**src/rtl/kan_tda_job_scheduler_if.sv**
```systemverilog
// Job request, unit start/done, thermal and completion-stream signals of the KAN/TDA job scheduler.
// The scheduler uses the slave modport; the host and compute pools drive the master side.
interface kan_tda_job_scheduler_if #(
    parameter int NUM_KAN_CORES   = 4,
    parameter int NUM_TDA_ENGINES = 2,
    parameter int ID_WIDTH        = 4
);
    // Job intake handshake: a job is taken on a cycle where req_valid and req_ready are
    // both high; req_type/req_id must be stable while req_valid waits for req_ready.
    // Completion stream: an entry is popped on a cycle where cmp_valid and cmp_ready are both high.
    logic                       enable;
    logic                       req_valid;
    logic                       req_ready;
    logic                       req_type;
    logic [ID_WIDTH-1:0]        req_id;
    logic [NUM_KAN_CORES-1:0]   kan_start;
    logic [NUM_TDA_ENGINES-1:0] tda_start;
    logic [ID_WIDTH-1:0]        start_id;
    logic [NUM_KAN_CORES-1:0]   kan_done;
    logic [NUM_TDA_ENGINES-1:0] tda_done;
    logic [7:0]                 thermal_status;
    logic                       cmp_valid;
    logic                       cmp_ready;
    logic                       cmp_type;
    logic [ID_WIDTH-1:0]        cmp_id;
    logic [NUM_KAN_CORES-1:0]   kan_busy;
    logic [NUM_TDA_ENGINES-1:0] tda_busy;
    logic                       throttled;
    logic                       idle;
    logic                       err_spurious;

    modport slave (
        input  enable, req_valid, req_type, req_id, kan_done, tda_done, thermal_status, cmp_ready,
        output req_ready, kan_start, tda_start, start_id, cmp_valid, cmp_type, cmp_id,
               kan_busy, tda_busy, throttled, idle, err_spurious
    );

    modport master (
        output enable, req_valid, req_type, req_id, kan_done, tda_done, thermal_status, cmp_ready,
        input  req_ready, kan_start, tda_start, start_id, cmp_valid, cmp_type, cmp_id,
               kan_busy, tda_busy, throttled, idle, err_spurious
    );
endinterface

```
**src/rtl/kan_tda_job_scheduler.sv**
```systemverilog
// Dispatches tagged jobs to KAN/TDA units by per-pool round-robin, tracks unit busy/ID state,
// and collects unit completions into an ordered completion FIFO under a thermal throttle.
module kan_tda_job_scheduler #(
    parameter int         NUM_KAN_CORES   = 4,
    parameter int         NUM_TDA_ENGINES = 2,
    parameter int         ID_WIDTH        = 4,
    parameter int         CFIFO_DEPTH     = 8,
    parameter logic [7:0] THERM_HI        = 8'hC0,
    parameter logic [7:0] THERM_LO        = 8'hA0
) (
    input logic                    sys_clk,
    input logic                    por_rst,
    kan_tda_job_scheduler_if.slave io
);
    localparam int NK = NUM_KAN_CORES;
    localparam int NT = NUM_TDA_ENGINES;
    localparam int NU = NK + NT;
    localparam int PW = $clog2(CFIFO_DEPTH);
    localparam int CW = PW + 1;
    localparam int KW = (NK > 1) ? $clog2(NK) : 1;
    localparam int TW = (NT > 1) ? $clog2(NT) : 1;

    logic [NK-1:0]       r_kan_busy;
    logic [NT-1:0]       r_tda_busy;
    logic [NK-1:0]       r_kan_start;
    logic [NT-1:0]       r_tda_start;
    logic [ID_WIDTH-1:0] r_kan_id [NK];
    logic [ID_WIDTH-1:0] r_tda_id [NT];
    logic [ID_WIDTH-1:0] r_start_id;
    logic [KW-1:0]       r_kan_last;
    logic [TW-1:0]       r_tda_last;
    logic [ID_WIDTH:0]   r_fifo [CFIFO_DEPTH];
    logic [PW-1:0]       r_wr_ptr;
    logic [PW-1:0]       r_rd_ptr;
    logic [CW-1:0]       r_count;
    logic                r_throttled;
    logic                r_err_spurious;

    logic [NU-1:0]       w_done_all;
    logic [NU-1:0]       w_busy_all;
    logic [ID_WIDTH:0]   w_entry [NU];
    logic [CW-1:0]       w_slot [NU];
    logic [CW-1:0]       w_npush;
    logic [CW-1:0]       w_total_busy;
    logic                w_credit_ok;
    logic                w_kan_found;
    logic                w_tda_found;
    logic [KW-1:0]       w_kan_idx;
    logic [TW-1:0]       w_tda_idx;
    logic [KW-1:0]       w_kan_sel;
    logic [TW-1:0]       w_tda_sel;
    logic                w_req_ready;
    logic                w_accept;
    logic                w_pop;

    // Units are flattened KAN 0..NK-1 then TDA 0..NT-1, which is also the FIFO push order.
    always_comb begin
        w_done_all   = {io.tda_done, io.kan_done};
        w_busy_all   = {r_tda_busy, r_kan_busy};
        w_npush      = '0;
        w_total_busy = '0;
        for (int k = 0; k < NK; k++) w_entry[k] = {1'b0, r_kan_id[k]};
        for (int t = 0; t < NT; t++) w_entry[NK+t] = {1'b1, r_tda_id[t]};
        for (int u = 0; u < NU; u++) begin
            w_slot[u] = w_npush;
            if (w_done_all[u] && w_busy_all[u]) w_npush = w_npush + CW'(1);
            if (w_busy_all[u]) w_total_busy = w_total_busy + CW'(1);
        end
        // Every busy unit holds a reserved FIFO slot, so simultaneous completions always fit.
        w_credit_ok = ({1'b0, r_count} + {1'b0, w_total_busy}) < (CW+1)'(CFIFO_DEPTH);
    end

    always_comb begin
        w_kan_found = 1'b0;
        w_kan_sel   = r_kan_last;
        w_kan_idx   = '0;
        for (int off = 1; off <= NK; off++) begin
            w_kan_idx = KW'((int'(r_kan_last) + off) % NK);
            if (!w_kan_found && !r_kan_busy[w_kan_idx]) begin
                w_kan_found = 1'b1;
                w_kan_sel   = w_kan_idx;
            end
        end
        w_tda_found = 1'b0;
        w_tda_sel   = r_tda_last;
        w_tda_idx   = '0;
        for (int off = 1; off <= NT; off++) begin
            w_tda_idx = TW'((int'(r_tda_last) + off) % NT);
            if (!w_tda_found && !r_tda_busy[w_tda_idx]) begin
                w_tda_found = 1'b1;
                w_tda_sel   = w_tda_idx;
            end
        end
    end

    assign w_req_ready = io.enable && !r_throttled && w_credit_ok &&
                         (io.req_type ? w_tda_found : w_kan_found);
    assign w_accept    = io.req_valid && w_req_ready;
    assign w_pop       = (r_count != '0) && io.cmp_ready;

    always_ff @(posedge sys_clk) begin
        if (por_rst) begin
            r_kan_busy     <= '0;
            r_tda_busy     <= '0;
            r_kan_start    <= '0;
            r_tda_start    <= '0;
            r_start_id     <= '0;
            for (int k = 0; k < NK; k++) r_kan_id[k] <= '0;
            for (int t = 0; t < NT; t++) r_tda_id[t] <= '0;
            r_kan_last     <= KW'(NK - 1);
            r_tda_last     <= TW'(NT - 1);
            r_wr_ptr       <= '0;
            r_rd_ptr       <= '0;
            r_count        <= '0;
            r_throttled    <= 1'b0;
            r_err_spurious <= 1'b0;
        end else begin
            r_kan_start <= '0;
            r_tda_start <= '0;
            for (int k = 0; k < NK; k++)
                if (io.kan_done[k] && r_kan_busy[k]) r_kan_busy[k] <= 1'b0;
            for (int t = 0; t < NT; t++)
                if (io.tda_done[t] && r_tda_busy[t]) r_tda_busy[t] <= 1'b0;
            // The granted unit was free this cycle, so it cannot also be clearing on a done.
            if (w_accept) begin
                r_start_id <= io.req_id;
                if (io.req_type) begin
                    r_tda_busy[w_tda_sel]  <= 1'b1;
                    r_tda_id[w_tda_sel]    <= io.req_id;
                    r_tda_start[w_tda_sel] <= 1'b1;
                    r_tda_last             <= w_tda_sel;
                end else begin
                    r_kan_busy[w_kan_sel]  <= 1'b1;
                    r_kan_id[w_kan_sel]    <= io.req_id;
                    r_kan_start[w_kan_sel] <= 1'b1;
                    r_kan_last             <= w_kan_sel;
                end
            end
            for (int u = 0; u < NU; u++)
                if (w_done_all[u] && w_busy_all[u])
                    r_fifo[r_wr_ptr + PW'(w_slot[u])] <= w_entry[u];
            r_wr_ptr <= r_wr_ptr + PW'(w_npush);
            if (w_pop) r_rd_ptr <= r_rd_ptr + PW'(1);
            r_count <= r_count + w_npush - CW'(w_pop);
            if (io.thermal_status > THERM_HI)      r_throttled <= 1'b1;
            else if (io.thermal_status < THERM_LO) r_throttled <= 1'b0;
            if (|(w_done_all & ~w_busy_all)) r_err_spurious <= 1'b1;
        end
    end

    assign io.req_ready    = w_req_ready;
    assign io.kan_start    = r_kan_start;
    assign io.tda_start    = r_tda_start;
    assign io.start_id     = r_start_id;
    assign io.cmp_valid    = (r_count != '0);
    assign io.cmp_type     = r_fifo[r_rd_ptr][ID_WIDTH];
    assign io.cmp_id       = r_fifo[r_rd_ptr][ID_WIDTH-1:0];
    assign io.kan_busy     = r_kan_busy;
    assign io.tda_busy     = r_tda_busy;
    assign io.throttled    = r_throttled;
    assign io.idle         = (r_kan_busy == '0) && (r_tda_busy == '0) && (r_count == '0);
    assign io.err_spurious = r_err_spurious;
endmodule
```
**src/flat_wrapper.sv**
```systemverilog
// flat-port wrapper written by rule: the top's interface ports become plain ports
module kan_tda_job_scheduler_flat 
#(
    parameter int         NUM_KAN_CORES   = 4,
    parameter int         NUM_TDA_ENGINES = 2,
    parameter int         ID_WIDTH        = 4,
    parameter int         CFIFO_DEPTH     = 8,
    parameter logic [7:0] THERM_HI        = 8'hC0,
    parameter logic [7:0] THERM_LO        = 8'hA0
)
  (sys_clk, por_rst, io_enable, io_req_valid, io_req_type, io_req_id, io_kan_done, io_tda_done, io_thermal_status, io_cmp_ready, io_req_ready, io_kan_start, io_tda_start, io_start_id, io_cmp_valid, io_cmp_type, io_cmp_id, io_kan_busy, io_tda_busy, io_throttled, io_idle, io_err_spurious);
  kan_tda_job_scheduler_if #(.NUM_KAN_CORES(NUM_KAN_CORES), .NUM_TDA_ENGINES(NUM_TDA_ENGINES), .ID_WIDTH(ID_WIDTH)) io_i ();
  input logic sys_clk;
  input logic por_rst;
  input wire logic [$bits(io_i.enable)-1:0] io_enable;
  input wire logic [$bits(io_i.req_valid)-1:0] io_req_valid;
  input wire logic [$bits(io_i.req_type)-1:0] io_req_type;
  input wire logic [$bits(io_i.req_id)-1:0] io_req_id;
  input wire logic [$bits(io_i.kan_done)-1:0] io_kan_done;
  input wire logic [$bits(io_i.tda_done)-1:0] io_tda_done;
  input wire logic [$bits(io_i.thermal_status)-1:0] io_thermal_status;
  input wire logic [$bits(io_i.cmp_ready)-1:0] io_cmp_ready;
  output wire logic [$bits(io_i.req_ready)-1:0] io_req_ready;
  output wire logic [$bits(io_i.kan_start)-1:0] io_kan_start;
  output wire logic [$bits(io_i.tda_start)-1:0] io_tda_start;
  output wire logic [$bits(io_i.start_id)-1:0] io_start_id;
  output wire logic [$bits(io_i.cmp_valid)-1:0] io_cmp_valid;
  output wire logic [$bits(io_i.cmp_type)-1:0] io_cmp_type;
  output wire logic [$bits(io_i.cmp_id)-1:0] io_cmp_id;
  output wire logic [$bits(io_i.kan_busy)-1:0] io_kan_busy;
  output wire logic [$bits(io_i.tda_busy)-1:0] io_tda_busy;
  output wire logic [$bits(io_i.throttled)-1:0] io_throttled;
  output wire logic [$bits(io_i.idle)-1:0] io_idle;
  output wire logic [$bits(io_i.err_spurious)-1:0] io_err_spurious;
  assign io_i.enable = io_enable;
  assign io_i.req_valid = io_req_valid;
  assign io_i.req_type = io_req_type;
  assign io_i.req_id = io_req_id;
  assign io_i.kan_done = io_kan_done;
  assign io_i.tda_done = io_tda_done;
  assign io_i.thermal_status = io_thermal_status;
  assign io_i.cmp_ready = io_cmp_ready;
  assign io_req_ready = io_i.req_ready;
  assign io_kan_start = io_i.kan_start;
  assign io_tda_start = io_i.tda_start;
  assign io_start_id = io_i.start_id;
  assign io_cmp_valid = io_i.cmp_valid;
  assign io_cmp_type = io_i.cmp_type;
  assign io_cmp_id = io_i.cmp_id;
  assign io_kan_busy = io_i.kan_busy;
  assign io_tda_busy = io_i.tda_busy;
  assign io_throttled = io_i.throttled;
  assign io_idle = io_i.idle;
  assign io_err_spurious = io_i.err_spurious;
  kan_tda_job_scheduler #(.NUM_KAN_CORES(NUM_KAN_CORES), .NUM_TDA_ENGINES(NUM_TDA_ENGINES), .ID_WIDTH(ID_WIDTH), .CFIFO_DEPTH(CFIFO_DEPTH), .THERM_HI(THERM_HI), .THERM_LO(THERM_LO)) u_core (.sys_clk(sys_clk), .por_rst(por_rst), .io(io_i));
endmodule
```
**config.mk**
```make
export PLATFORM = sky130hd
export DESIGN_NAME = kan_tda_job_scheduler_flat
export DESIGN_NICKNAME = d
export VERILOG_FILES = /design/src/rtl/kan_tda_job_scheduler_if.sv /design/src/rtl/kan_tda_job_scheduler.sv /design/src/flat_wrapper.sv
export SDC_FILE = /design/constraint.sdc
export NUM_CORES = 1
export LEC_CHECK = 0
export ABC_CLOCK_PERIOD_IN_PS = 5000
export CORE_UTILIZATION = 45
export CTS_CLUSTER_SIZE = 25
export DETAILED_ROUTE_END_ITERATION = 8
export PLACE_DENSITY = 0.76
export REMOVE_ABC_BUFFERS = 1
export SLEW_MARGIN = 20
export SYNTH_ARGS = -nofsm -noshare
export SYNTH_HDL_FRONTEND = slang
export SYNTH_SLANG_ARGS = --single-unit
```
**constraint.sdc**
```tcl
create_clock -name sys_clk -period 5 [get_ports sys_clk]
set_clock_uncertainty 0.1 [all_clocks]
set_input_delay 0.5 -clock sys_clk [delete_from_list [all_inputs] [get_ports sys_clk]]
set_output_delay 0.5 -clock sys_clk [all_outputs]
set_load 0.1 [all_outputs]
```
-- Word level (Yosys, flattened, before mapping)
Memories as Yosys holds them, arrays and structs flattened. A register that Yosys moved wholly into a read port is not among the register bits.
Index checks and enable logic that the tools add are counted.
- register bits after elaboration: 31
- memory bits (writable): 64
- input bits: 24
- output and inout port bits: 26
- word-level logic and storage cells: 193
- memories: 3
- add/sub/neg operators: 26
- order comparisons: 13
- muxes and demuxes: 95
- bitwise operators: 6
- reduce and logical (&&, ||, !) cells: 38
- memory list (memory ; depth ; width ; read ports ; clocked after memory_dff ; wr ports ; RTL line ; source):
    u_core.r_fifo ; 8 ; 5 ; 1 ; 1 ; 6 ; kan_tda_job_scheduler.sv:32 ; logic [ID_WIDTH:0] r_fifo [CFIFO_DEPTH];
    u_core.r_kan_id ; 4 ; 4 ; 4 ; 0 ; 4 ; kan_tda_job_scheduler.sv:27 ; logic [ID_WIDTH-1:0] r_kan_id [NK];
    u_core.r_tda_id ; 2 ; 4 ; 2 ; 0 ; 2 ; kan_tda_job_scheduler.sv:28 ; logic [ID_WIDTH-1:0] r_tda_id [NT];
- operator list (cell ; number):
    $mux 1 ; 66
    $mux 4 ; 14
    $add 4x1->4 const B ; 8
    $logic_and 1x1->1 ; 19
    $add 3x3->3 ; 6
    $lt 2x3->1 const B ; 5
    $mux 2 ; 7
    $bmux 1 s2 ; 4
    $gt 8x8->1 const B ; 1
    $logic_not 4->1 ; 2
    $lt 8x8->1 const B ; 1
    $reduce_or 4->1 ; 2
    $logic_not 1->1 ; 7
    $and 6x6->6 ; 1
    $lt 1x2->1 const B ; 3
    $mux 3 ; 2
    $not 6->6 ; 1
    $reduce_or 3->1 ; 2
    $reduce_or 6->1 ; 1
    $add 4x4->5 ; 1
    $lt 5x4->1 const B ; 1
    $add 1x1->2 const B ; 2
    $add 2x1->2 const B ; 2
    $add 2x2->2 const B ; 2
    other kinds (15) ; 18

-- Depth between registers and ports, before layout
- depth after elaboration: 21
- depth in mapped cells: 24
- gate-level depth less buffers: 23

-- Least setup slack after synthesis
No wires, ideal clock.
- path type: reg-to-output
- start: register u_core.r_kan_busy[1] (netlist: u_core.io.kan_busy[1])
- end: output io_req_ready
- arrival time: 6364 ps
- data required time: 4400 ps
- path slack: -1964 ps
- cell stages (with the launch flop): 19
- buffers on the path: 1
- path through: dfxtp_1 -> buf_2 -> inv_1 -> ha_1 -> xnor2_2 -> inv_1 -> ha_1 -> xor2_1 -> and3_1 -> a211oi_1 -> inv_1 -> ha_1 -> nand2_1 -> xor2_1 -> xnor2_1 -> ha_1 -> a211oi_1 -> nand3_1 -> nor3_1
- cells in the longest elaborated chain, start to end: 13
- elaborated cells between the ends (all ways): 34
- those cells by class: add/sub: 5; order compare: 1; mux: 18; reduce/logical: 10
- ends and longest elaborated chain (element ; RTL line ; source):
    start, declared ; kan_tda_job_scheduler.sv:23 ; logic [NK-1:0] r_kan_busy;
    start signal, assigned ; kan_tda_job_scheduler.sv:103 ; r_kan_busy <= '0;
    start signal, assigned by index ; kan_tda_job_scheduler.sv:133 ; r_kan_busy[w_kan_sel] <= 1'b1;
    $mux 4 / $bmux 1 s2 (equally long branches) ; kan_tda_job_scheduler.sv:67, kan_tda_job_scheduler.sv:79 ;
    $add 4x1->4 / $mux 1 (equally long branches) ; kan_tda_job_scheduler.sv:67, kan_tda_job_scheduler.sv:79 ;
    $mux 4 / $logic_not 1->1 (equally long branches) ; kan_tda_job_scheduler.sv:67, kan_tda_job_scheduler.sv:79 ;
    $add 4x1->4 / $logic_and 1x1->1 (equally long branches) ; kan_tda_job_scheduler.sv:67, kan_tda_job_scheduler.sv:79 ;
    $mux 4 / $mux 1 (equally long branches) ; kan_tda_job_scheduler.sv:67, kan_tda_job_scheduler.sv:79 ;
    $add 4x1->4 / $logic_not 1->1 (equally long branches) ; kan_tda_job_scheduler.sv:67, kan_tda_job_scheduler.sv:79 ;
    $mux 4 / $logic_and 1x1->1 (equally long branches) ; kan_tda_job_scheduler.sv:67, kan_tda_job_scheduler.sv:79 ;
    $add 4x1->4 / $mux 1 (equally long branches) ; kan_tda_job_scheduler.sv:67, kan_tda_job_scheduler.sv:79 ;
    $mux 4 / $logic_not 1->1 (equally long branches) ; kan_tda_job_scheduler.sv:67, kan_tda_job_scheduler.sv:79 ;
    $add 4x4->5 / $logic_and 1x1->1 (equally long branches) ; kan_tda_job_scheduler.sv:70, kan_tda_job_scheduler.sv:79 ;
    $lt 5x4->1 / $mux 1 (equally long branches) ; kan_tda_job_scheduler.sv:70, kan_tda_job_scheduler.sv:79 ;
    $logic_and 1x1->1 / $mux 1 (equally long branches) ; kan_tda_job_scheduler.sv:96, kan_tda_job_scheduler.sv:97 ;
    $logic_and 1x1->1 * ; kan_tda_job_scheduler.sv:96 ; assign w_req_ready = io.enable && !r_throttled && w_credit_ok &&
    end, declared ; flat_wrapper.sv:23 ; output wire logic [$bits(io_i.req_ready)-1:0] io_req_ready;
Every way passes the cells marked *; elsewhere a longest branch is shown, timed or not. The select of a mux whose other input is x is not followed.

-- Worst setup path after layout
- start: input io_kan_done[0]
- end: register u_core.r_count[3]
- cells in the longest elaborated chain, start to end: 14
- ends and longest elaborated chain (element ; RTL line ; source):
    start, declared ; flat_wrapper.sv:19 ; input wire logic [$bits(io_i.kan_done)-1:0] io_kan_done;
    $logic_and 1x1->1 * ; kan_tda_job_scheduler.sv:66 ; if (w_done_all[u] && w_busy_all[u]) w_npush = w_npush + CW'(1);
    $mux 1 * ; kan_tda_job_scheduler.sv:66 ;
    $add 1x1->2 ; kan_tda_job_scheduler.sv:66 ;
    $mux 4 * ; kan_tda_job_scheduler.sv:66 ;
    $add 4x1->4 ; kan_tda_job_scheduler.sv:66 ;
    $mux 4 * ; kan_tda_job_scheduler.sv:66 ;
    $add 4x1->4 ; kan_tda_job_scheduler.sv:66 ;
    $mux 4 * ; kan_tda_job_scheduler.sv:66 ;
    $add 4x1->4 ; kan_tda_job_scheduler.sv:66 ;
    $mux 4 * ; kan_tda_job_scheduler.sv:66 ;
    $add 4x1->4 ; kan_tda_job_scheduler.sv:66 ;
    $mux 4 * ; kan_tda_job_scheduler.sv:66 ;
    $add 4x4->4 * ; kan_tda_job_scheduler.sv:144 ; r_count <= r_count + w_npush - CW'(w_pop);
    $sub 4x1->4 * ; kan_tda_job_scheduler.sv:144 ;
    end signal, assigned ; kan_tda_job_scheduler.sv:144 ;
    end, declared ; kan_tda_job_scheduler.sv:35 ; logic [CW-1:0] r_count;
Every way passes the cells marked *; elsewhere a longest branch is shown, timed or not.
A chain may end at the register's enable or synchronous reset.

==> results.py <==
metrics = {
    "power_and_ir_drop": {
        "ir_drop_mv": 0.337,
        "p_seq_share_pct": 38.6,
        "p_int_mw": 1.65,
        "clkPwrFrac_pct": 26.5,
        "p_sw_share_pct": 36.4,
        "p_comb_share_pct": 34.9,
        "power.density_nw_per_um2": 286,
        "p_switching_mw": 0.943,
        "leakage_nw": 3.29,
    },
    "detailed_routing": {
        "route.detailed.wl_per_inst_um": 20.2,
        "ant_nets": 0,
        "drc": 0,
        "drt_iter0_drc": 633,
        "routed_wl_mm": 23.2,
        "routed-via-count": 7227,
        "drt-vias-per-instance": 6.31,
        "dr.pass1.iters": 6,
    },
    "sta": {
        "max-slew-margin-rel_pct": 35.0,
        "finalSetupViolations": 0,
        "period_share_pct": 95.2,
        "tightest_slew_ps": 972,
        "final_max_slew_viol_count": 0,
        "fin_tns_setup_ps": 0,
        "final_hold_viol_count": 0,
        "fmax_mhz": 210,
        "fin_ws_ps": 238,
        "rsz0062_at_grt": "false",
        "fin_crit_ps": 4760,
    },
    "grt": {
        "antenna_found_initial": 0,
        "grt_max_degree": 36,
        "grt_overflow": 0,
        "grt_pass1_vias": 6671,
        "grt_pass1_wl_mm": 36.9,
        "track_usage_pct": 26.2,
    },
    "die": {
        "num_rows": 48,
        "die_h_um": 135,
        "start_util_pct": 46.0,
        "dieWidth_um": 135,
        "core-area_sq_um": 17200,
        "die_area_sq_um": 18100,
        "ios": 50,
    },
    "synthesis": {
        "yosys_warnings": 0,
        "ys_seq_area_share_pct": 31.8,
        "synth_area_per_cell_sq_um": 8.95,
        "syn_area_sq_um": 7930,
        "synth_edf_count": 56,
        "synth_cell_types": 69,
        "synthTopCellsByCount": "nor2_1, o31ai_1, nand2_1",
        "yosys_register_bits": 98,
        "synth_top_flop_cell": "edfxtp_1",
        "synth_top_area_share_pct": 21.2,
        "syn_inst": 885,
        "synth_area_leaders": "edfxtp_1, dfxtp_1, o31ai_1",
        "ys_async_sr_fraction_pct": 0,
        "yosysMostFrequentCell": "nor2_1",
        "synth_area_leader_cell": "edfxtp_1",
    },
    "worst_hold_path": {
        "hold-path-cell-count": 2,
        "min_path_type": "flop to flop",
        "min_to": "u_core.io.start_id[0]",
        "min_from": "u_core.io.start_id[0]",
    },
    "clock_network": {
        "cts_num_sinks": 98,
        "clk_pin_slew_ps": 70,
        "cts_tree": "done",
        "h-tree-depth": 3,
        "cts_buffers": 9,
        "clkLatencyLatePin_ps": 360,
        "cts_max_path_buffers": 2,
        "clock-root-buffer": "clkbuf_16",
        "postCtsSetupRepairBufs": 0,
    },
    "layout": {
        "fin_nets": 974,
        "fin_cells": 1146,
        "drive_above_1_share_pct": 13.2,
        "syn2layout_area_growth_pct": 14.4,
        "final_cell_area_sq_um": 9060,
        "diodes": 0,
    },
    "critical_path": {
        "end_kind": "flop",
        "arrival_ps": 4910,
        "timing.rr.start": "u_core.io.kan_busy[0]",
        "required_ps": 5140,
        "critPathKind": "input port to flop",
        "rr_endpoint": "u_core.r_kan_id[0][1]",
        "crit_path_max_fanout": 3,
        "r2r_slack_ps": 400,
        "r2r_cells": 19,
        "worst_setup_path_start_kind": "input port",
    },
    "placement": {
        "port_buffers": 49,
        "post-place-ws_ps": -92.2,
        "gp_congestion": 1.01,
        "dp_hpwl_mm": 17.6,
        "placed_cells": 1130,
        "post_dp_cell_area_sq_um": 8740,
    },
    "run": {
        "cap_violations": 0,
    },
    "run_status": {
        "status": "completed",
    },
}
==> layout by cell type (no fill, tap or decap), drive strengths merged, types with 7 or more instances in the layout <==
| cell | count |
|---|---|
| nor2 | 74 |
| o31ai | 62 |
| nand2 | 58 |
| edfxtp | 56 |
| buf | 50 |
| clkdlybuf4s50 | 47 |
| nand3 | 44 |
| dfxtp | 42 |
| inv | 36 |
| nor3 | 35 |
| and2 | 30 |
| a211oi | 30 |
| nor4 | 29 |
| ha | 28 |
| a31oi | 27 |
| nand4 | 19 |
| mux2i | 19 |
| nand2b | 18 |
| xnor2 | 18 |
| nor2b | 16 |
| xor2 | 13 |
| clkbuf | 13 |
| and3 | 12 |
| or2 | 11 |
| mux4 | 10 |
| a21oi | 9 |
| a32oi | 8 |
| mux2 | 7 |
==> cell type report <==
class	count	area [sq um]
Clock buffer	13	282
Multi-Input combinational cell	675	4970
Clock inverter	3	20.0
Fill cell	1532	8170
Tap cell	225	282
Sequential cell	98	2520
Inverter	35	131
Timing Repair Buffer	97	856
==> worst max path at each step <==
stage	start	to	slack (ps)	cells past startpoint
finish	io_kan_done[0]	u_core.r_count[3]	240	22
global route	io_kan_done[0]	u_core.r_count[3]	5	22
CTS	u_core.io.kan_busy[0]	io_req_ready	100	18
detailed placement	io_kan_done[0]	u_core.r_count[3]	-90	22
global placement	io_kan_done[0]	u_core.r_count[3]	50	22
floorplan	u_core.io.kan_busy[1]	io_req_ready	-1990	17
==> routing by layer <==
layer | vias to the layer above | GRT usage, % | wire length, um
li1 | 3401 | - | -
met1 | 3385 | 34.7 | 9660
met2 | 374 | 42.0 | 10600
met3 | 67 | 5.14 | 2180
met4 | 0 | 10.7 | 726
met5 | - | 0 | 0
==> critical path: stages <==
cell,delay [ps]
clkdlybuf4s50_1,520
nand2_1,110
ha_1,340
xor2_1,190
ha_1,290
nand3_1,80
o31a_1,160
inv_1,50
ha_1,270
nor2_1,160
a21oi_2,60
ha_1,280
mux2_2,280
inv_1,80
ha_1,260
inv_1,70
ha_1,230
a21o_1,170
a21oi_2,150
xnor2_1,150
xnor2_1,150
mux2_2,340
==> stage by stage <==
stage / util, % / power [mW] / hold WS, ps
after global placement: 50.7 / 1.89 / 341
after CTS: 52.4 / 2.59 / 375
final: 52.6 / 2.59 / 375
after detailed placement: 50.7 / 1.90 / 366
after global routing: 52.6 / 2.69 / 397
after floorplan: - / 1.65 / 331
==> sequential cells by signal (all words and copies together) (netlist names), named ones only <==
name / count
u_core.r_wr_ptr: 3
u_core.r_count: 4
u_core.r_tda_last: 1
u_core.io.start_id: 4
u_core.io.throttled: 1
u_core.io.kan_busy: 4
u_core.r_kan_last: 2
u_core.io.err_spurious: 1
u_core.r_rd_ptr: 3
u_core.io.tda_busy: 2
u_core.r_fifo: 40
u_core.io.tda_start: 2
u_core.r_tda_id: 8
u_core.r_kan_id: 16
u_core.io.kan_start: 4
==> cell families after synthesis <==
group	synth area share, %
adders and majority gates	5.94
DFF	31.8
AOI/OAI and AO/OA	17.5
muxes	7.50
buffers and inverters	6.02
xor gates and xnor gates	5.05
and+or+nand+nor	26.2
==> power groups by stage <==
stage	registers (mW)	clock network [mW]	logic, mW
after floorplan	1.02	0	0.632
after global placement	1.01	0	0.873
after detailed placement	1.02	0	0.889
after CTS	0.999	0.696	0.895
after global routing	1.01	0.717	0.965
final	1.00	0.685	0.904
==> repair_timing <==
item	4_1_cts	5_1_grt
hold buffers	0	0
gates resized for setup	0	6
setup endpoints to repair	0	45
No activity file was read; power rests on OpenSTA's default activity.
